$ cat src/rtl/mc_pkg.sv
// Shared types and helpers for the Longstaff-Schwartz pricing core.
package mc_pkg;

    typedef enum logic [2:0] {
        StIdle,
        StMaturity,
        StFit,
        StUpdate,
        StAverage,
        StDone
    } mc_state_e;

    // Index width that stays at least one bit for degenerate sizes.
    function automatic int unsigned f_idx_w(input int unsigned n);
        return (n > 1) ? $clog2(n) : 1;
    endfunction

    // Call/put exercise value, never negative; operands are zero-extended W-bit values.
    function automatic logic [31:0] f_payoff(input logic [31:0] s, input logic [31:0] k,
                                             input logic put);
        if (put) begin
            return (k > s) ? (k - s) : 32'd0;
        end
        return (s > k) ? (s - k) : 32'd0;
    endfunction

    // One-day discount: cf * disc in Q0.w, truncated; full-width product avoids overflow.
    function automatic logic [31:0] f_discount(input logic [31:0] cf, input logic [31:0] disc,
                                               input int unsigned w);
        logic [63:0] prod;
        prod = {32'd0, cf} * {32'd0, disc};
        return 32'(prod >> w);
    endfunction

endpackage

$ cat src/rtl/mc_cf_mem.sv
// Per-path storage: one combinational read and one write per cycle at the same address.
module mc_cf_mem #(
    parameter int unsigned N_PATH = 128,
    parameter int unsigned W      = 12,
    parameter int unsigned AW     = 7
) (
    input  logic          clk,
    input  logic          rst,
    input  logic [AW-1:0] i_addr,
    input  logic          i_we,
    input  logic [W-1:0]  i_wdata,
    output logic [W-1:0]  o_rdata
);

    logic [W-1:0] r_mem [N_PATH];

    // Reset clears every entry so an aborted run leaves no stale cash flows.
    always_ff @(posedge clk) begin
        if (rst) begin
            for (int i = 0; i < int'(N_PATH); i++) begin
                r_mem[i] <= '0;
            end
        end else if (i_we) begin
            r_mem[i_addr] <= i_wdata;
        end
    end

    assign o_rdata = r_mem[i_addr];

endmodule

$ cat src/rtl/mc_lsm_engine.sv
// Longstaff-Schwartz Monte-Carlo core: maturity payoffs, backward induction with an
// external regression unit, then path averaging.
module mc_lsm_engine
    import mc_pkg::*;
#(
    parameter int unsigned N_PATH = 128,
    parameter int unsigned N_DAY  = 8,
    parameter int unsigned W      = 12
) (
    input  logic         clk,
    input  logic         rst,
    input  logic         start,
    input  logic [W-1:0] strike,
    input  logic         is_put,
    input  logic [W-1:0] disc,
    input  logic         in_valid,
    output logic         in_ready,
    input  logic [W-1:0] in_price,
    output logic         reg_valid,
    input  logic         reg_ready,
    output logic [W-1:0] reg_ex,
    output logic [W-1:0] reg_cf,
    input  logic         est_valid,
    output logic         est_ready,
    input  logic [W-1:0] est_value,
    output logic         busy,
    output logic         price_valid,
    output logic [W-1:0] price
);

    localparam int unsigned PATH_W = $clog2(N_PATH);
    localparam int unsigned DAY_W  = f_idx_w(N_DAY);
    localparam int unsigned SUM_W  = W + PATH_W;
    localparam logic [PATH_W-1:0] LAST_PATH = PATH_W'(N_PATH - 1);

    mc_state_e         r_state;
    logic [PATH_W-1:0] r_path;
    logic [DAY_W-1:0]  r_day;
    logic [W-1:0]      r_strike;
    logic              r_is_put;
    logic [W-1:0]      r_disc;
    logic [SUM_W-1:0]  r_sum;
    logic [W-1:0]      r_price;

    logic [W-1:0]     w_payoff;
    logic [W-1:0]     w_cf_rd;
    logic [W-1:0]     w_cf_d;
    logic [W-1:0]     w_ex_rd;
    logic             w_cf_we;
    logic [W-1:0]     w_cf_wd;
    logic             w_ex_we;
    logic [W-1:0]     w_ex_wd;
    logic [SUM_W-1:0] w_sum_next;
    logic             w_last;

    assign w_payoff   = W'(f_payoff(32'(in_price), 32'(r_strike), r_is_put));
    assign w_cf_d     = W'(f_discount(32'(w_cf_rd), 32'(r_disc), W));
    assign w_sum_next = r_sum + SUM_W'(w_cf_rd);
    assign w_last     = (r_path == LAST_PATH);

    assign reg_ex      = w_payoff;
    assign reg_cf      = w_cf_d;
    assign busy        = (r_state != StIdle);
    assign price_valid = (r_state == StDone);
    assign price       = r_price;

    mc_cf_mem #(.N_PATH(N_PATH), .W(W), .AW(PATH_W)) u_cf_mem (
        .clk     (clk),
        .rst     (rst),
        .i_addr  (r_path),
        .i_we    (w_cf_we),
        .i_wdata (w_cf_wd),
        .o_rdata (w_cf_rd)
    );

    mc_cf_mem #(.N_PATH(N_PATH), .W(W), .AW(PATH_W)) u_ex_mem (
        .clk     (clk),
        .rst     (rst),
        .i_addr  (r_path),
        .i_we    (w_ex_we),
        .i_wdata (w_ex_wd),
        .o_rdata (w_ex_rd)
    );

    // Handshake strobes and memory writes for the current state; FIT passes through to regression.
    always_comb begin
        in_ready  = 1'b0;
        reg_valid = 1'b0;
        est_ready = 1'b0;
        w_cf_we   = 1'b0;
        w_cf_wd   = '0;
        w_ex_we   = 1'b0;
        w_ex_wd   = '0;
        unique case (r_state)
            StMaturity: begin
                in_ready = 1'b1;
                if (in_valid) begin
                    w_cf_we = 1'b1;
                    w_cf_wd = w_payoff;
                end
            end
            StFit: begin
                in_ready  = reg_ready;
                reg_valid = in_valid;
                if (in_valid && reg_ready) begin
                    w_ex_we = 1'b1;
                    w_ex_wd = w_payoff;
                    w_cf_we = 1'b1;
                    w_cf_wd = w_cf_d;
                end
            end
            StUpdate: begin
                est_ready = 1'b1;
                // Strict compare: a tie keeps the continuation cash flow.
                if (est_valid && (w_ex_rd != '0) && (w_ex_rd > est_value)) begin
                    w_cf_we = 1'b1;
                    w_cf_wd = w_ex_rd;
                end
            end
            default: ;
        endcase
    end

    // Run sequencing: path/day counters, config latch, accumulation and price register.
    always_ff @(posedge clk) begin
        if (rst) begin
            r_state  <= StIdle;
            r_path   <= '0;
            r_day    <= '0;
            r_strike <= '0;
            r_is_put <= 1'b0;
            r_disc   <= '0;
            r_sum    <= '0;
            r_price  <= '0;
        end else begin
            unique case (r_state)
                StIdle: begin
                    if (start) begin
                        r_strike <= strike;
                        r_is_put <= is_put;
                        r_disc   <= disc;
                        r_day    <= DAY_W'(N_DAY - 1);
                        r_path   <= '0;
                        r_state  <= StMaturity;
                    end
                end
                StMaturity: begin
                    if (in_valid) begin
                        r_path <= w_last ? '0 : r_path + 1'b1;
                        if (w_last) begin
                            if (N_DAY == 1) begin
                                r_sum   <= '0;
                                r_state <= StAverage;
                            end else begin
                                r_day   <= r_day - DAY_W'(1);
                                r_state <= StFit;
                            end
                        end
                    end
                end
                StFit: begin
                    if (in_valid && reg_ready) begin
                        r_path <= w_last ? '0 : r_path + 1'b1;
                        if (w_last) begin
                            r_state <= StUpdate;
                        end
                    end
                end
                StUpdate: begin
                    if (est_valid) begin
                        r_path <= w_last ? '0 : r_path + 1'b1;
                        if (w_last) begin
                            if (r_day == '0) begin
                                r_sum   <= '0;
                                r_state <= StAverage;
                            end else begin
                                r_day   <= r_day - DAY_W'(1);
                                r_state <= StFit;
                            end
                        end
                    end
                end
                StAverage: begin
                    r_sum  <= w_sum_next;
                    r_path <= w_last ? '0 : r_path + 1'b1;
                    if (w_last) begin
                        r_price <= w_sum_next[SUM_W-1:PATH_W];
                        r_state <= StDone;
                    end
                end
                StDone: begin
                    r_state <= StIdle;
                end
                default: r_state <= StIdle;
            endcase
        end
    end

endmodule

$ cat config.mk
export PLATFORM = sky130hd
export DESIGN_NAME = mc_lsm_engine
export DESIGN_NICKNAME = d
export VERILOG_FILES = /design/src/rtl/mc_pkg.sv /design/src/rtl/mc_cf_mem.sv /design/src/rtl/mc_lsm_engine.sv
export SDC_FILE = /design/constraint.sdc
export NUM_CORES = 2
export LEC_CHECK = 0
export CORE_MARGIN = 4
export CORE_UTILIZATION = 64
export DETAILED_ROUTE_END_ITERATION = 10
export PLACE_DENSITY = 0.81
export SYNTH_ARGS = -nofsm -noshare
export SYNTH_HDL_FRONTEND = slang
export SYNTH_SLANG_ARGS = --single-unit
$ cat constraint.sdc
create_clock -name clk -period 10.78 [get_ports clk]
set_input_delay 1.617 -clock clk [delete_from_list [all_inputs] [get_ports clk]]
set_output_delay 1.617 -clock clk [all_outputs]
set_load 0.02 [all_outputs]
# Word level (Yosys, flattened, before mapping)
# Memory sizes are Yosys's and may differ from the RTL's. A register that Yosys moved wholly into a read port is not among the register bits.
# Index checks and enable logic that the tools add are counted.
# totals
reg_bits	69
ram_bits	3072
in_bits	55
output_inout_bits	41
elab_cells	117
memories	2
# memory_table
name	words	word_bits	rd	rd_ports_with_merged_regs	wr	line	source
u_cf_mem.r_mem	128	12	1	1	128	mc_cf_mem.sv:15	logic [W-1:0] r_mem [N_PATH];
u_ex_mem.r_mem	128	12	1	1	128	mc_cf_mem.sv:15	
# classes
n_addsub	5
n_mul	1
order_cmp	3
n_eq_ne	16
mux	64
n_reduce_logical	18
# ops
op	count
12-bit two-way mux	11
7-bit two-way mux	11
19-bit two-way mux	3
3-bit two-way mux	15
19-bit case mux with 2 select lines	1
12-bit > comparator	3
12-bit case mux with 3 select lines	1
7-bit case mux with 5 select lines	1
12-bit by 12-bit multiplier with 24-bit output	1
12-bit OR reduction	2
12-bit subtractor	2
2-bit != test (second input constant)	10
19-bit by 12-bit adder with 19-bit output	1
1-bit two-way mux	17
3-bit case mux with 5 select lines	1
12-bit nonzero test	1
3-bit case mux with 3 select lines	1
8-bit AND reduction	1
7-bit by 1-bit adder with 7-bit output (second input constant)	1
7-bit == test (second input constant)	1
7-bit AND reduction	1
3-bit by 2-bit == test with 1-bit output (second input constant)	2
3-bit == test (second input constant)	2
3-bit zero test	2
other kinds (11)	15

# Logic depth before layout (Yosys ltp)
# logic_depth
ltp_word	10
mapped_depth	38
ltp_nobuf	29

# Cells and area by module
# Synthesis repeated with hierarchy kept, for this count alone.
# hier_totals
hier_cells	12283
area_unflattened_um2	152677.7
# by_module_without_submodules
module	n_inst	cells_per_inst	area_each_um2	seq_area_each_um2
mc_cf_mem at u_ex_mem	1	5544	71579.9	46124.2
mc_cf_mem at u_cf_mem	1	5544	71571.1	46124.2
mc_lsm_engine	1	1195	9526.6	1381.3

# Worst setup path after synthesis
# Ideal clock, no wire load.
# synth_timing
path_kind	register to output
from	register with a tool-made name
to	output port reg_cf[11]
t_arrival_ns	8.343
t_required_ns	9.163
setup_slack_ns	0.820
stages_incl_launch_ff	34
path_buffers	9
cell_sequence	dfxtp_1 > buf_4 > buf_6 > buf_6 > buf_6 > buf_4 > buf_2 > clkbuf_1 > buf_1 > mux4_2 > mux4_2 > mux4_2 > mux2_2 > buf_2 > nand2_1 > fa_1 > fa_1 > inv_1 > fa_1 > fa_1 > inv_1 > fa_1 > inv_1 > ha_1 > a21oi_1 > nor2_1 > nor2_1 > o21ai_0 > a41o_1 > nor2_1 > a21oi_2 > a41o_1 > nor2_1 > xor2_1
# synth_lines
element	line	source
end, declared	mc_lsm_engine.sv:22	output logic [W-1:0] reg_cf,

==> flow_summary.ini <==
[outcome]
status = finished, final reports clean

[timing]
drv_slew = 0
tns_ns = 0
worst_slack_ns = 0.219
rsz0062_at_grt = no
final.period_utilization = 0.980
max_slew_margin = 0.0203
worstMarginPinSlew_ns = 1.45
setup_viol = 0
finalCriticalPeriod_ns = 10.56
max_freq_mhz = 94.7
report.final.hold_viol_count = 0
final.setup_skew_ns = 0.0674

[drt]
dr_wl_met3_um = 67300
dr.first_iter.drc_count = 16600
drc = 0
via_per_inst = 7.32
post_drt_wl_per_cell_um = 32.9
met1_length_um = 136000
drtPass1Iterations = 6
ant_nets = 0
drt-total-wl_um = 427000
vias = 95000
wl_met2_um = 199000
highest_layer = met5

[yosys]
synth_most_common_cell = edfxtp_1
synth_area_leaders = edfxtp_1, mux4_2, nor3_1, nor2_1, clkbuf_1
yosys.area.top_type = edfxtp_1
synth_area_mm2 = 0.147
ys.flop_type = edfxtp_1
synth_seq_area_share = 0.639
yosys.cell_types.count = 76
synth_common_cells = edfxtp_1, nor2_1, nor3_1
synthCells = 10100
synth_area_per_cell_um2 = 14.5
async_flop_share = 0
ys_ff_latch = 3148
synth_edf_count = 3072
synth_largest_type_area_fraction = 0.629
syn-num-nets = 10400
ys_warn_count = 0

[die]
die_x_um = 487
core_area_mm2 = 0.228
die_area_mm2 = 0.237
ios = 96
start_util = 0.644
die_h_um = 487
rows = 175

[global_routing]
grt_usage = 0.360
antenna_found_initial = 26
grt_max_degree = 130
grt_pass1_wl_um = 628000
grt_overflow_total = 0
grt_pass1_vias = 93600

[pwr]
pwr-share-clk = 0.344
ir_drop_mv = 0.228
p_sw_frac = 0.286
internal_power_mw = 22.5
p_leak_nw = 51.4
pwr-share-comb = 0.205
seqPwrFrac = 0.451
p_per_area_mw_per_mm2 = 196
p_switching_mw = 9.04

[layout]
drive_above_1_share = 0.201
area_growth_pct = 9.55
layout.cells.non_filler = 13000
fin_nets = 9974
fillCellCount = 13500

[hold_path]
hold_class = flip-flop to flip-flop
worstHoldStart = r_day[0]

[place]
port_buffers = 95
hpwl_um = 253000
numPlacedInstances = 12400
place_congestion = 0.934
pre_cts_ws_ns = 0.487

[setup_path]
crit_top_cell = fa_1
cp_cell_sequence = nand3_1 > a21oi_1 > and3_1 > nor3_1 > a21oi_1 > buf_4 > nand2_1 > fa_1 > fa_1 > fa_1 > inv_1 > fa_1 > inv_1 > fa_1 > inv_1 > ha_1 > nand4_1 > nor2_2 > and4_1 > o21ai_1 > and2_1 > o221ai_1 > xor2_1 > buf_4
worstSetupEndpointType = output port
crit_slowest_cell = dfxtp_2
cp_data_arrival_time_ns = 8.94
startpoint_type = flip-flop
max_stage_delay_ns = 1.01
cp_max_fo = 24
required_ns = 9.16
critPathKind = flip-flop to output port

[clock_network]
clockRootBuffer = clkbuf_16
htreeDepth = 5
cts_sinks = 3148
clk_pin_slew_ns = 0.06
hold_buffers = 0
cts-buffers-inserted = 327
clk_latency_ns = 0.98
clock_path_buffers = 4
cts_tree = done

[job]
drv_cap = 0
kinds of logic after synthesis:
logic type               Yosys count  share of synthesized area
AO/OA/AOI/OAI                    427                     0.0207
XOR/XNOR                          33                    0.00197
adder cells (fa/ha/maj)          211                     0.0232
buffers and inverters           1346                     0.0399
flip-flops                      3148                      0.639
multiplexers                    1039                      0.152
AND/OR/NAND/NOR                 3893                      0.123
layout by cell type (no fill, tap or decap), types with 11 or more instances in the layout:
master,instances
a211oi_1,11
a21o_1,28
a21oi_1,83
a22oi_1,36
and2_1,55
buf_12,65
buf_4,268
bufinv_16,23
clkbuf_1,69
clkbuf_16,336
clkdlybuf4s50_1,83
clkinv_1,72
clkinv_2,42
dfxtp_1,70
diode_2,20
edfxtp_1,3072
fa_1,102
ha_1,109
inv_1,185
mux2i_1,63
mux4_2,951
nand2_1,339
nand2b_1,143
nand3_1,28
nand3b_1,15
nand4_1,18
nor2_1,1623
nor2b_1,32
nor3_1,1462
nor3_2,105
o21ai_0,24
o21bai_1,51
o21bai_2,88
xnor2_1,19
xor2_1,12
power by group through the flow:
| stage | combinational, mW | clock [mW] | sequential, mW |
|---|---|---|---|
| 2_1_floorplan | 4.06 | 0 | 14.3 |
| 3_3_place_gp | 6.04 | 0 | 14.4 |
| 3_5_place_dp | 6.17 | 0 | 14.5 |
| 4_1_cts | 6.25 | 10.8 | 14.2 |
| 5_1_grt | 6.69 | 11.4 | 14.3 |
| 6_report | 6.47 | 10.8 | 14.2 |
worst max-delay path, delay by kind of cell, from the launching register on:
kind	cells	cell delay, ns
simple gates	8	1.88
xor+xnor	1	0.39
flops	1	1.01
compound gates	4	1.25
fa+ha+maj	6	2.71
buf+inv	5	0.68
cell type report:
| type | instances | area, um^2 | area share |
|---|---|---|---|
| Inverter | 186 | 698 | 0.00435 |
| Sequential cell | 3148 | 93800 | 0.584 |
| Multi-Input combinational cell | 5603 | 47800 | 0.298 |
| Timing Repair Buffer | 442 | 4560 | 0.0284 |
| Clock buffer | 405 | 8620 | 0.0537 |
| Antenna cell | 20 | 50.0 | 0.000312 |
| Clock inverter | 155 | 1320 | 0.00823 |
| Tap cell | 3009 | 3760 | 0.0234 |
sequential cells by signal, indices dropped and copies added, names as in the netlist, named ones only:
| register | count |
|---|---|
| u_cf_mem.r_mem | 1536 |
| u_ex_mem.r_mem | 1536 |
| r_sum | 19 |
| price | 12 |
| r_disc | 12 |
| r_strike | 12 |
| r_path | 7 |
| r_day | 3 |
| r_state | 3 |
| r_is_put | 1 |
path summary, 6_finish.rpt:
| kind | endpoint | slack, ns | cells after the start |
|---|---|---|---|
| worst max-delay path | reg_cf[5] | 0.22 | 24 |
| worst min-delay path | r_day[0] | 0.42 | 1 |
| worst max register to register | u_cf_mem.r_mem[72][2] | 1.20 | 21 |
| worst min register to register | r_day[0] | 0.42 | 1 |
repair_timing:
item                                    CTS  global route
buffers inserted                          2            15
cloned                                    0             4
resized for setup                        18            30
endpoints found under the setup margin   12            12
per-stage QoR:
stage                util  hold WS [ns]  cell area (um^2)  power (mW)
floorplan               -         0.403            147000        18.4
global placement    0.660         0.414            150000        20.5
detailed placement  0.660         0.416            150000        20.6
CTS                 0.704         0.424            160000        31.3
global route        0.705         0.433            161000        32.3
finish              0.705         0.423            161000        31.6
routing by layer:
metal / track usage / vias up
li1: - / 37300
met1: 0.475 / 46900
met2: 0.550 / 9222
met3: 0.113 / 1569
met4: 0.175 / 24
met5: 0 / -
(Power assumes the default switching activity.)
